**config.mk**
```make
export PLATFORM = sky130hd
export DESIGN_NAME = t5_dmem
export DESIGN_NICKNAME = d
export VERILOG_FILES = /design/src/rtl/t5_dmem.sv
export SDC_FILE = /design/constraint.sdc
export NUM_CORES = 1
export LEC_CHECK = 0
export CAP_MARGIN = 20
export CORE_MARGIN = 3
export CORE_UTILIZATION = 45
export CTS_BUF_LIST = sky130_fd_sc_hd__clkbuf_4 sky130_fd_sc_hd__clkbuf_8
export CTS_CLUSTER_DIAMETER = 120
export CTS_CLUSTER_SIZE = 25
export DETAILED_ROUTE_END_ITERATION = 10
export DONT_BUFFER_PORTS = 1
export PLACE_DENSITY_LB_ADDON = 0.1
export SETUP_SLACK_MARGIN = 0.02
export SLEW_MARGIN = 20
export SYNTH_ARGS = -nofsm -noshare
export SYNTH_HDL_FRONTEND = slang
export SYNTH_SLANG_ARGS = --single-unit
```
**constraint.sdc**
```tcl
create_clock -name sclk -period 1.85 [get_ports sclk]
set_input_delay 0.37 -clock sclk [delete_from_list [all_inputs] [get_ports sclk]]
set_output_delay 0.37 -clock sclk [all_outputs]
set_load 0.01 [all_outputs]
```
**src/rtl/t5_dmem.sv**
```systemverilog
// t5 data-memory stage: one load/store per transaction on a single-outstanding
// stb/ack bus, with load alignment/extension, misalignment flag and stall.
// Optional bus watchdog: define T5_DMEM_TIMEOUT_EN.
`default_nettype none

module t5_dmem #(
    parameter int unsigned XLEN = 32,
    parameter int unsigned TMO  = 255
) (
    input  logic            sclk,
    input  logic            srst,
    input  logic            sena,
    input  logic [4:0]      xopc,
    input  logic [2:0]      xfn3,
    input  logic [XLEN-1:0] xadr,
    input  logic [XLEN-1:0] xdat,
    output logic [XLEN-1:0] dwb_adr,
    output logic [XLEN-1:0] dwb_dto,
    output logic [3:0]      dwb_sel,
    output logic            dwb_wre,
    output logic            dwb_stb,
    input  logic            dwb_ack,
    input  logic [XLEN-1:0] dwb_dti,
    output logic [XLEN-1:0] mlod,
    output logic [4:0]      mopc,
    output logic            mmis,
    output logic            mberr,
    output logic            mstl
);

    localparam logic [4:0] OPC_LOAD  = 5'b00000;
    localparam logic [4:0] OPC_STORE = 5'b01000;
    localparam logic [4:0] OPC_NOP   = 5'h0D;
    localparam int unsigned CW       = 8;

    // Only the 32-bit datapath and an 8-bit-representable watchdog are supported.
    if (XLEN != 32 || TMO < 1 || TMO > 255) begin : g_cfg_unsupported
        $error("t5_dmem: unsupported XLEN/TMO configuration");
    end

    typedef enum logic [0:0] {IDLE, BUSY} state_t;

    state_t            state_q, state_d;
    logic [XLEN-1:0]   adr_d, dto_d, mlod_d;
    logic [3:0]        sel_d;
    logic              wre_d, stb_d, mmis_d, mberr_d;
    logic [4:0]        mopc_d;
    logic [2:0]        fn3_q, fn3_d;
    logic [1:0]        lane_q, lane_d;

    logic              is_mem_c;
    logic              acc_ok_c;
    logic [3:0]        sel_c;
    logic [XLEN-1:0]   ld_c;
    logic [7:0]        byte_c;
    logic [15:0]       half_c;
    logic              tmo_hit_c;

`ifdef T5_DMEM_TIMEOUT_EN
    logic [CW-1:0]     cnt_q, cnt_d;
    logic              mberr_q;

    assign tmo_hit_c = (state_q == BUSY) && (cnt_q == CW'(TMO - 1));
    assign mberr     = mberr_q;
`else
    assign tmo_hit_c = 1'b0;
    assign mberr     = 1'b0;
`endif

    // Stall while a transaction is open; release in the completing cycle.
    assign mstl = (state_q == BUSY) & ~dwb_ack & ~tmo_hit_c;

    // Decode the incoming execute request: access legality and lane enables.
    always_comb begin
        is_mem_c = (xopc == OPC_LOAD) || (xopc == OPC_STORE);
        acc_ok_c = 1'b0;
        sel_c    = 4'b0000;
        unique case (xfn3)
            3'd0, 3'd4: begin
                acc_ok_c = 1'b1;
                sel_c    = 4'(4'b0001 << xadr[1:0]);
            end
            3'd1, 3'd5: begin
                acc_ok_c = ~xadr[0];
                sel_c    = 4'(4'b0011 << {xadr[1], 1'b0});
            end
            3'd2: begin
                acc_ok_c = (xadr[1:0] == 2'b00);
                sel_c    = 4'b1111;
            end
            default: begin
                acc_ok_c = 1'b0;
                sel_c    = 4'b0000;
            end
        endcase
    end

    // Lane-select and extend the returned read data for the latched access.
    always_comb begin
        byte_c = dwb_dti[{lane_q, 3'b000} +: 8];
        half_c = lane_q[1] ? dwb_dti[31:16] : dwb_dti[15:0];
        unique case (fn3_q[1:0])
            2'd0:    ld_c = {{24{~fn3_q[2] & byte_c[7]}}, byte_c};
            2'd1:    ld_c = {{16{~fn3_q[2] & half_c[15]}}, half_c};
            default: ld_c = dwb_dti;
        endcase
    end

    // Next-state and next-output logic; holds everything by default.
    always_comb begin
        state_d = state_q;
        adr_d   = dwb_adr;
        dto_d   = dwb_dto;
        sel_d   = dwb_sel;
        wre_d   = dwb_wre;
        stb_d   = dwb_stb;
        mlod_d  = mlod;
        mopc_d  = mopc;
        fn3_d   = fn3_q;
        lane_d  = lane_q;
        mmis_d  = 1'b0;
        mberr_d = 1'b0;
`ifdef T5_DMEM_TIMEOUT_EN
        cnt_d   = cnt_q;
`endif
        unique case (state_q)
            IDLE: begin
                if (sena) begin
                    mopc_d = xopc;
                    if (is_mem_c) begin
                        if (acc_ok_c) begin
                            adr_d   = {xadr[XLEN-1:2], 2'b00};
                            dto_d   = xdat;
                            sel_d   = sel_c;
                            fn3_d   = xfn3;
                            lane_d  = xadr[1:0];
                            stb_d   = 1'b1;
                            wre_d   = (xopc == OPC_STORE);
                            state_d = BUSY;
`ifdef T5_DMEM_TIMEOUT_EN
                            cnt_d   = '0;
`endif
                        end else begin
                            mmis_d = 1'b1;
                        end
                    end
                end
            end
            BUSY: begin
                if (dwb_ack) begin
                    stb_d   = 1'b0;
                    wre_d   = 1'b0;
                    state_d = IDLE;
                    if (!dwb_wre) begin
                        mlod_d = ld_c;
                    end
`ifdef T5_DMEM_TIMEOUT_EN
                end else if (tmo_hit_c) begin
                    stb_d   = 1'b0;
                    wre_d   = 1'b0;
                    state_d = IDLE;
                    mberr_d = 1'b1;
                    if (!dwb_wre) begin
                        mlod_d = '1;
                    end
                end else begin
                    cnt_d = cnt_q + CW'(1);
`endif
                end
            end
            default: state_d = IDLE;
        endcase
    end

    // State register.
    always_ff @(posedge sclk) begin
        if (srst) begin
            state_q <= IDLE;
        end else begin
            state_q <= state_d;
        end
    end

    // Registered bus and writeback outputs.
    always_ff @(posedge sclk) begin
        if (srst) begin
            dwb_adr <= '0;
            dwb_dto <= '0;
            dwb_sel <= 4'b0000;
            dwb_wre <= 1'b0;
            dwb_stb <= 1'b0;
            mlod    <= '0;
            mopc    <= OPC_NOP;
            mmis    <= 1'b0;
            fn3_q   <= 3'd0;
            lane_q  <= 2'd0;
        end else begin
            dwb_adr <= adr_d;
            dwb_dto <= dto_d;
            dwb_sel <= sel_d;
            dwb_wre <= wre_d;
            dwb_stb <= stb_d;
            mlod    <= mlod_d;
            mopc    <= mopc_d;
            mmis    <= mmis_d;
            fn3_q   <= fn3_d;
            lane_q  <= lane_d;
        end
    end

`ifdef T5_DMEM_TIMEOUT_EN
    // Watchdog counter and bus-error pulse.
    always_ff @(posedge sclk) begin
        if (srst) begin
            cnt_q   <= '0;
            mberr_q <= 1'b0;
        end else begin
            cnt_q   <= cnt_d;
            mberr_q <= mberr_d;
        end
    end
`else
    // Keep the unused next-value tie-off visible to lint as consumed.
    logic unused_c;
    assign unused_c = mberr_d;
`endif

endmodule

`default_nettype wire

```
Yosys cells after proc, flatten, opt, wreduce, memory -nomap -nowiden
Index checks and enable logic that the tools add are counted.
{"block": "totals", "register_bits": 112, "in_bits": 108, "output_inout_bits": 110, "elab_cells": 65}
{"block": "classes", "n_eq_ne": 10, "shifts": 3, "mux": 19, "n_bitwise": 10, "reduce_logical": 12}
{"op": "case mux 32 bit (2 select lines)", "count": 1}
{"op": "variable part select 32 x 6 -> 8 bit", "count": 1}
{"op": "2-to-1 mux 16 bit", "count": 1}
{"op": "2-to-1 mux 1 bit", "count": 12}
{"op": "case mux 4 bit (3 select lines)", "count": 1}
{"op": "inequality test 2 bit (second input constant)", "count": 4}
{"op": "AND reduction 4 bit", "count": 2}
{"op": "inverter 1 bit", "count": 7}
{"op": "== test 3 bit (second input constant)", "count": 2}
{"op": "case mux 1 bit (2 select lines)", "count": 3}
{"op": "== test 5 x 4 -> 1 bit (second input constant)", "count": 1}
{"op": "logical NOT 5 bit", "count": 1}
{"op": "logical NOT 2 bit", "count": 2}
{"op": "OR reduction 2 bit", "count": 2}
{"op": "OR reduction 4 bit", "count": 1}
{"op": "<< shifter 1 x 2 -> 4 bit (first input constant)", "count": 1}
{"op": "<< shifter 2 x 2 -> 4 bit (first input constant)", "count": 1}
{"op": "bitwise AND 1 bit", "count": 3}
{"op": "== test 3 x 1 -> 1 bit (second input constant)", "count": 1}
{"op": "== test 3 x 2 -> 1 bit (second input constant)", "count": 1}
{"op": "logical NOT 3 bit", "count": 1}
{"op": "case mux 1 bit (3 select lines)", "count": 1}
{"op": "AND reduction 3 bit", "count": 1}
{"op": "== test 2 x 1 -> 1 bit (second input constant)", "count": 1}
{"op": "2 further kinds", "count": 2}

Longest topological paths before layout
Gate-level depths: netlist (run 1).
{"block": "depth", "ltp_word": 7, "ltp_mapped": 6, "ltp_nobuf": 4}

Worst setup path before layout (run 1)
OpenSTA, ideal clock, no wires.
{"block": "synth_path", "kind": "reg-to-reg", "startpoint": "reg lane_q[0]", "endpoint": "reg mlod[10]", "setup_ns": 0.149, "arrival_ns": 1.529, "required_ns": 1.701, "path_slack_ns": 0.172, "stages_incl_launch_ff": 4, "synth_period_minus_slack_ns": 1.678, "path_cell_list": "dfxtp_1 > mux4_2 > a211oi_4 > a2111oi_2"}
{"block": "synth_via", "elab_chain_cells": 3}
{"element": "start, declared", "line": "49", "rtl": "logic [1:0] lane_q, lane_d;"}
{"element": "start signal, assigned", "line": "207", "rtl": "lane_q <= lane_d;"}
{"element": "variable part select 32 x 6 -> 8 bit", "line": "100", "rtl": "byte_c = dwb_dti[{lane_q, 3'b000} +: 8];"}
{"element": "bitwise AND 1 bit", "line": "103", "rtl": "2'd0: ld_c = {{24{~fn3_q[2] & byte_c[7]}}, byte_c};"}
{"element": "case mux 32 bit (2 select lines)", "line": "102", "rtl": "unique case (fn3_q[1:0])"}
{"element": "end signal, assigned", "line": "203", "rtl": "mlod <= mlod_d;"}
{"element": "end, declared", "line": "24", "rtl": "output logic [XLEN-1:0] mlod,"}
Every way passes these cells.
A chain may end at the register's enable or synchronous reset.

Final worst setup path (run 1)
{"block": "layout_path", "startpoint": "reg fn3_q[0]", "endpoint": "reg mlod[25]"}
{"block": "layout_via", "elab_chain_cells": 2}
{"element": "start, declared", "line": "48", "rtl": "logic [2:0] fn3_q, fn3_d;"}
{"element": "start signal, assigned", "line": "206", "rtl": "fn3_q <= fn3_d;"}
{"element": "== test 2 x 1 -> 1 bit or logical NOT 2 bit (tied branches)", "line": "102"}
{"element": "case mux 32 bit (2 select lines) *", "line": "102"}
Every way passes the cells marked *; elsewhere a longest branch is shown, timed or not.

==> key figures, run 1 <==
Outcome
  – Status: completed

Clocking
  – H-tree depth: 3
  – # clock sinks: 112
  – Total CTS buffers: 9
  – Post-CTS Hold Buffers: 0
  – CTS clk-pin slew, worst paths: 0.10 ns
  – CTS tree: built
  – Worst skew pair latency: 0.37 ns
  – Max Root-Sink Buffers: 2
  – Root cell of the clock tree: clkbuf_8

Worst setup path
  – Worst path max stage delay: 0.43 ns
  – CP delay by family, top: simple AND/OR/NAND/NOR gates
  – Worst Setup Path Type: flop to flop
  – CP arrival: 1.92 ns
  – Crit path buffers/inverters: 2
  – Maximum fanout along the worst path: 16
  – CP startpoint kind: flop
  – CP Cell Sequence: buf_4, nor2_1, nor4_2, nor3_4, buf_12, a211oi_1
  – Setup crit end kind: flop
  – Req. time, crit path: 2.13 ns
  – Slowest CP cell: dfxtp_1

GRT
  – Global-route wire length before repair: 18.5 mm
  – GRT Total Usage: 0.200
  – Total global routing overflow: 0
  – Vias in the first global route: 3587
  – Initial antenna violation count: 0
  – Largest net degree at the start of global routing: 113

Routing
  – Via/cell ratio: 5.52
  – DRT Wirelength: 11.9 mm
  – Vias: 3841
  – Post-route DRC violation count: 0
  – Antenna Nets Post-Route: 0
  – WL/cell: 17.1 um
  – DR iter-0 viols: 233
  – Pre-Repair DR Iteration Count: 4

Finish
  – Number of fill cells: 965
  – Register Area: 2240 um2
  – Ant diodes: 0
  – Area occupied by multi-input gates: 2160 um2
  – Layout cell share with drive strength beyond 1: 0.0995
  – Post-layout nets: 666
  – Area growth syn-to-layout: 7.73%

Place
  – Dpl ws: 0.0279 ns
  – IO Port Bufs: 0
  – Hpwl dp: 8.58 mm
  – GPL Wtd Cong: 0.806

STA
  – Period minus WS final: 1.64 ns
  – Max Freq: 0.608 GHz
  – Fin Setup TNS: 0 ns
  – Final slew viol count: 0
  – Worst setup margin: 0.206 ns
  – Final hold violation count: 0
  – Post-route clock skew: 0.0105 ns
  – RSZ-0062 raised after global routing: false
  – Fin crit share: 0.889
  – Setup violators final: 0

Synthesis
  – Syn. warnings: 0
  – Syn Std Cell Area: 4590 um2
  – #FFs+latches synth: 112
  – Post-Syn Instances: 572
  – Async set or reset register ratio after synthesis: 0
  – Post-synth EDFFs: 0
  – Synth Flop Type: dfxtp_1
  – Post-synth cell types: 38
  – Synthesized area per cell: 8.03 um2
  – Sequential fraction of the synthesis area: 0.488

Pwr
  – Leak: 1.51 nW
  – PD cells: 792 nW/um2
  – Peak supply drop: 412 uV

Floorplanning
  – Chip width: 107 um
  – Core box area: 9860 um2
  – Die ar.: 11500 um2
  – I/O pins: 218
  – Initial Util: 0.466
  – Row count: 36
  – Die height: 107 um

Hold path
  – Hold Crit Class: input port to flop

Run
  – Max-Cap Viols: 0
-- cells in the final DEF, fill, tap and decap left out, types with 7 or more instances in the layout --
master,count
a2111oi_2,7
buf_4,15
and2_1,7
a21oi_1,78
nand3_1,8
a211oi_1,28
clkbuf_8,10
nor3b_1,9
nor2b_1,13
o21ai_0,8
nor2_1,46
nand2_1,169
dfxtp_1,112
-- kinds of logic after synthesis --
group / after synthesis / synth area share
flops: 112 / 0.488
buf+inv: 48 / 0.0482
mux: 5 / 0.0136
other cells: 1 / 0.000816
simple gates: 270 / 0.255
compound gates: 136 / 0.194
-- worst reg2reg max path, stage by stage (launching register included) --
cell      delay [ns]
dfxtp_1         0.43
buf_4           0.22
nor2_1          0.07
nor4_2          0.34
nor3_4          0.10
buf_12          0.16
a211oi_1        0.22
-- report_power, final --
part,total (mW),internal (mW),switching (mW)
Clock,1.36,0.555,0.807
Sequential,2.46,2.43,0.0262
Combinational,0.0998,0.0452,0.0546
Total,3.92,3.03,0.888
-- cell usage after synthesis (all sizes together) (2+ instances only) --
library cell	instances	area share
nand2	169	0.14
nor2	47	0.038
mux2i	4	0.0087
and2	7	0.0095
buf	18	0.024
nor4	4	0.0082
dfxtp	112	0.49
nor3	6	0.0090
nor2b	13	0.018
a2111oi	7	0.023
a211o	3	0.0057
a21oi	78	0.085
o21ai	8	0.0087
a211oi	29	0.050
nor3b	9	0.015
nand3	8	0.0087
a31o	7	0.013
clkbuf	28	0.023
or2b	2	0.0033
inv	2	0.0016
-- path summary, 6_finish.rpt --
path	from	endpoint	slack, ns	cells past startpoint
worst max register to register	fn3_q[0]	mlod[25]	0.21	6
worst min-delay path	srst	dwb_dto[19]	0.06	1
worst max-delay path	fn3_q[0]	mlod[25]	0.21	6
worst min register to register	dwb_dto[26]	dwb_dto[26]	0.50	2
-- layout make-up --
type	count	share of cell area
flip-flops and latches	112	0.453
clock buffers	11	0.0293
inverters	2	0.00152
clock inverters	5	0.00809
multi-input cells	414	0.436
repair buffers	19	0.0389
well taps	133	0.0336
-- state kept, by name, indices dropped and copies added (netlist names) --
signal,flops
lane_q,2
mmis,1
dwb_sel,4
dwb_dto,32
mlod,32
state_q,1
dwb_stb,1
dwb_wre,1
mopc,5
dwb_adr,30
fn3_q,3
-- per-layer routing --
| layer | up-vias | global-route usage | routed length (um) |
|---|---|---|---|
| li1 | 1888 | - | - |
| met1 | 1764 | 0.235 | 4690 |
| met2 | 169 | 0.320 | 5570 |
| met3 | 20 | 0.0945 | 1470 |
| met4 | 0 | 0.0685 | 206 |
| met5 | - | 0 | 0 |
-- what timing repair did --
item | in CTS | in global routing
resized for setup | 0 | 1
buffers inserted | 0 | 1
pin swaps | 1 | 1
setup endpoints to repair | 1 | 16
-- per-stage QoR --
step / hold WS [ns] / utilization / instances / total power [mW] / instance area, um2
floorplan: 0.459 / - / 574 / 2.63 / 4600
global placement: 0.450 / 0.480 / 679 / 2.61 / 4740
detailed placement: 0.452 / 0.480 / 679 / 2.61 / 4740
CTS: 0.0404 / 0.499 / 695 / 3.98 / 4920
global route: 0.0381 / 0.502 / 696 / 4.09 / 4950
finish: 0.0614 / 0.502 / 696 / 3.92 / 4950
Note: power is estimated with default switching activity, not from simulation.
==> run 2: changes to the inputs <==
PLACE_DENSITY = 0.7   (was not set)
PLACE_DENSITY_LB_ADDON = not set   (was 0.1)
==> key figures, run 2 (synthesis results as in run 1) <==
Outcome
  – Status: completed (unchanged)

STA
  – Slew HR: 0.663
  – Fin crit share: 0.895 (was 0.889)
  – Fin Setup TNS: 0 ns (unchanged)
  – Final hold violation count: 0 (unchanged)
  – Final slew viol count: 0 (unchanged)
  – Setup violators final: 0 (unchanged)
  – RSZ-0062 raised after global routing: false (unchanged)
  – Max Freq: 0.604 GHz (was 0.608 GHz)
  – Hold Slack: 0.0747 ns (was 0.0614 ns)
  – Post-route clock skew: 0.0129 ns (was 0.0105 ns)
  – Period minus WS final: 1.66 ns (was 1.64 ns)
  – Measured slew at the worst slew-check pin: 0.501 ns

Worst setup path
  – Slowest CP cell: mux4_2 (was dfxtp_1)
  – Critical Path Stages: 4 (was 6)
  – Reg-to-Reg Start: lane_q[0] (was fn3_q[0])
  – Setup crit end kind: flop (unchanged)
  – CP startpoint kind: flop (unchanged)
  – Maximum fanout along the worst path: 6 (was 16)
  – Req. time, crit path: 2.10 ns (was 2.13 ns)
  – CP Cell Sequence: mux4_2, a211oi_4, buf_4, a2111oi_2 (was buf_4, nor2_1, nor4_2, nor3_4, buf_12, a211oi_1)
  – FF-to-FF End: mlod[14] (was mlod[25])
  – Worst Setup EP: mlod[14] (was mlod[25])
  – Critical path startpoint: lane_q[0] (was fn3_q[0])
  – Worst path max stage delay: 0.59 ns (was 0.43 ns)
  – Crit path buffers/inverters: 1 (was 2)
  – Worst reg2reg setup slack: 0.19 ns (was 0.21 ns)
  – CP delay by family, top: multiplexers (was simple AND/OR/NAND/NOR gates)
  – R2r worst-path depth: 4 (was 6)
  – Worst Setup Path Type: flop to flop (unchanged)
  – CP arrival: 1.91 ns (was 1.92 ns)

Routing
  – WL/cell: 17.1 um (about the same)
  – Post-route DRC violation count: 0 (unchanged)
  – Met3 routed WL: 1.39 mm (was 1.47 mm)
  – DRT Wirelength: 12.0 mm (was 11.9 mm)
  – Met2 wire len: 5.78 mm (was 5.57 mm)
  – Via/cell ratio: 5.56 (was 5.52)
  – Vias: 3879 (was 3841)
  – Pre-Repair DR Iteration Count: 4 (unchanged)
  – DR iter-0 viols: 246 (was 233)
  – Met1 wire length: 4.61 mm (was 4.69 mm)
  – Top Layer Used: met4 (unchanged)
  – Antenna Nets Post-Route: 0 (unchanged)

Finish
  – Final core occ: 0.502 (unchanged)
  – Ant diodes: 0 (unchanged)
  – Commonest non-fill, non-tap cells in the layout: 169 x nand2_1, 112 x dfxtp_1, 78 x a21oi_1, 46 x nor2_1, 28 x a211oi_1 (unchanged)
  – Layout cell share with drive strength beyond 1: 0.101 (was 0.0995)
  – Area growth syn-to-layout: 7.73% (unchanged)
  – Post-layout nets: 668 (was 666)
  – Biggest regs: dwb_dto x32, mlod x32, dwb_adr x30 (unchanged)
  – Number of fill cells: 959 (was 965)
  – Finished Layout Cells: 698 (was 696)
  – Fin area: 4950 um2 (unchanged)
  – Most common cell after layout, fill and taps aside: nand2_1 (unchanged)

Place
  – Hpwl dp: 8.60 mm (was 8.58 mm)
  – GPL Wtd Cong: 0.815 (was 0.806)
  – IO Port Bufs: 0 (unchanged)
  – Placed instance area: 4750 um2 (was 4740 um2)
  – Placed Cells: 680 (was 679)

Floorplanning
  – Core box area: 9860 um2 (unchanged)
  – Chip width: 107 um (unchanged)
  – Die height: 107 um (unchanged)
  – Row count: 36 (unchanged)
  – I/O pins: 218 (unchanged)
  – Initial Util: 0.466 (unchanged)
  – Die ar.: 11500 um2 (unchanged)

Clocking
  – Max Root-Sink Buffers: 2 (unchanged)
  – CTS tree: built (unchanged)
  – CTS clk-pin slew, worst paths: 0.11 ns (was 0.10 ns)
  – Total CTS buffers: 9 (unchanged)
  – Root cell of the clock tree: clkbuf_8 (unchanged)
  – Gates resized, CTS repair: 0 (unchanged)
  – # clock sinks: 112 (unchanged)
  – H-tree depth: 3 (unchanged)
  – Worst skew pair latency: 0.37 ns (about the same)

GRT
  – Vias in the first global route: 3773 (was 3587)
  – GRT Total Usage: 0.202 (was 0.200)
  – Largest net degree at the start of global routing: 113 (unchanged)
  – Initial antenna violation count: 0 (unchanged)
  – Total global routing overflow: 0 (unchanged)
  – Global-route wire length before repair: 18.6 mm (was 18.5 mm)

Pwr
  – Peak supply drop: 356 uV (was 412 uV)
  – PD cells: 800 nW/um2 (was 792 nW/um2)
  – Leak: 1.52 nW (was 1.51 nW)

Hold path
  – Hold Crit Class: input port to flop (unchanged)

Run
  – Max-Cap Viols: 0 (unchanged)
-- run 2: cell count changes in the layout (fill, tap and decap cells not counted) --
| cell | previous run | this run |
|---|---|---|
| clkinv_2 | 1 | 0 |
| inv_6 | 2 | 3 |
| inv_8 | 0 | 2 |
| buf_4 | 15 | 18 |
| buf_12 | 4 | 3 |
| nor4_1 | 1 | 2 |
| clkinv_4 | 2 | 1 |
| clkbuf_8 | 10 | 9 |
| nor4_2 | 3 | 2 |
-- run 2: area by class of cell --
cell class	count	area [um2]	share of cell area
timing repair buffer	21	195	0.0394
inverter	2	7.51	0.00152
clock buffer	10	131	0.0265
sequential	112	2240	0.453
multi-input combinational	414	2150	0.434
clock inverter	6	57.6	0.0116
tap	133	166	0.0336
-- run 2: worst min path at each step --
stage / to / cells past startpoint / start
floorplan: fn3_q[2] / 2 / fn3_q[2]
global placement: dwb_dto[17] / 1 / srst
detailed placement: dwb_adr[30] / 1 / srst
CTS: mlod[26] / 1 / srst
global route: dwb_adr[30] / 1 / srst
finish: mlod[24] / 1 / srst
-- run 2: repair_timing --
action / CTS / global route
setup buffers: 0 / 2
hold buffers: 0 / 0
endpoints found under the setup margin: 0 / 16
-- run 2: through the flow --
step,setup WS (ns),total power [mW]
floorplan,0.172,2.63
global placement,0.153,2.61
detailed placement,0.104,2.61
CTS,0.0960,4.01
global route,0.0559,4.13
finish,0.194,3.96
-- run 2: layer usage --
layer  track usage  vias to the layer above
met5             0                        -
met4        0.0767                        0
met3        0.0819                       16
met2         0.337                      179
met1         0.233                     1792
li1              -                     1892
-- run 2: power by group --
part	internal [mW]	leakage, nW	switching [mW]
Combinational	0.0446	0.515	0.0550
Sequential	2.43	0.904	0.0259
Clock	0.543	0.0991	0.862
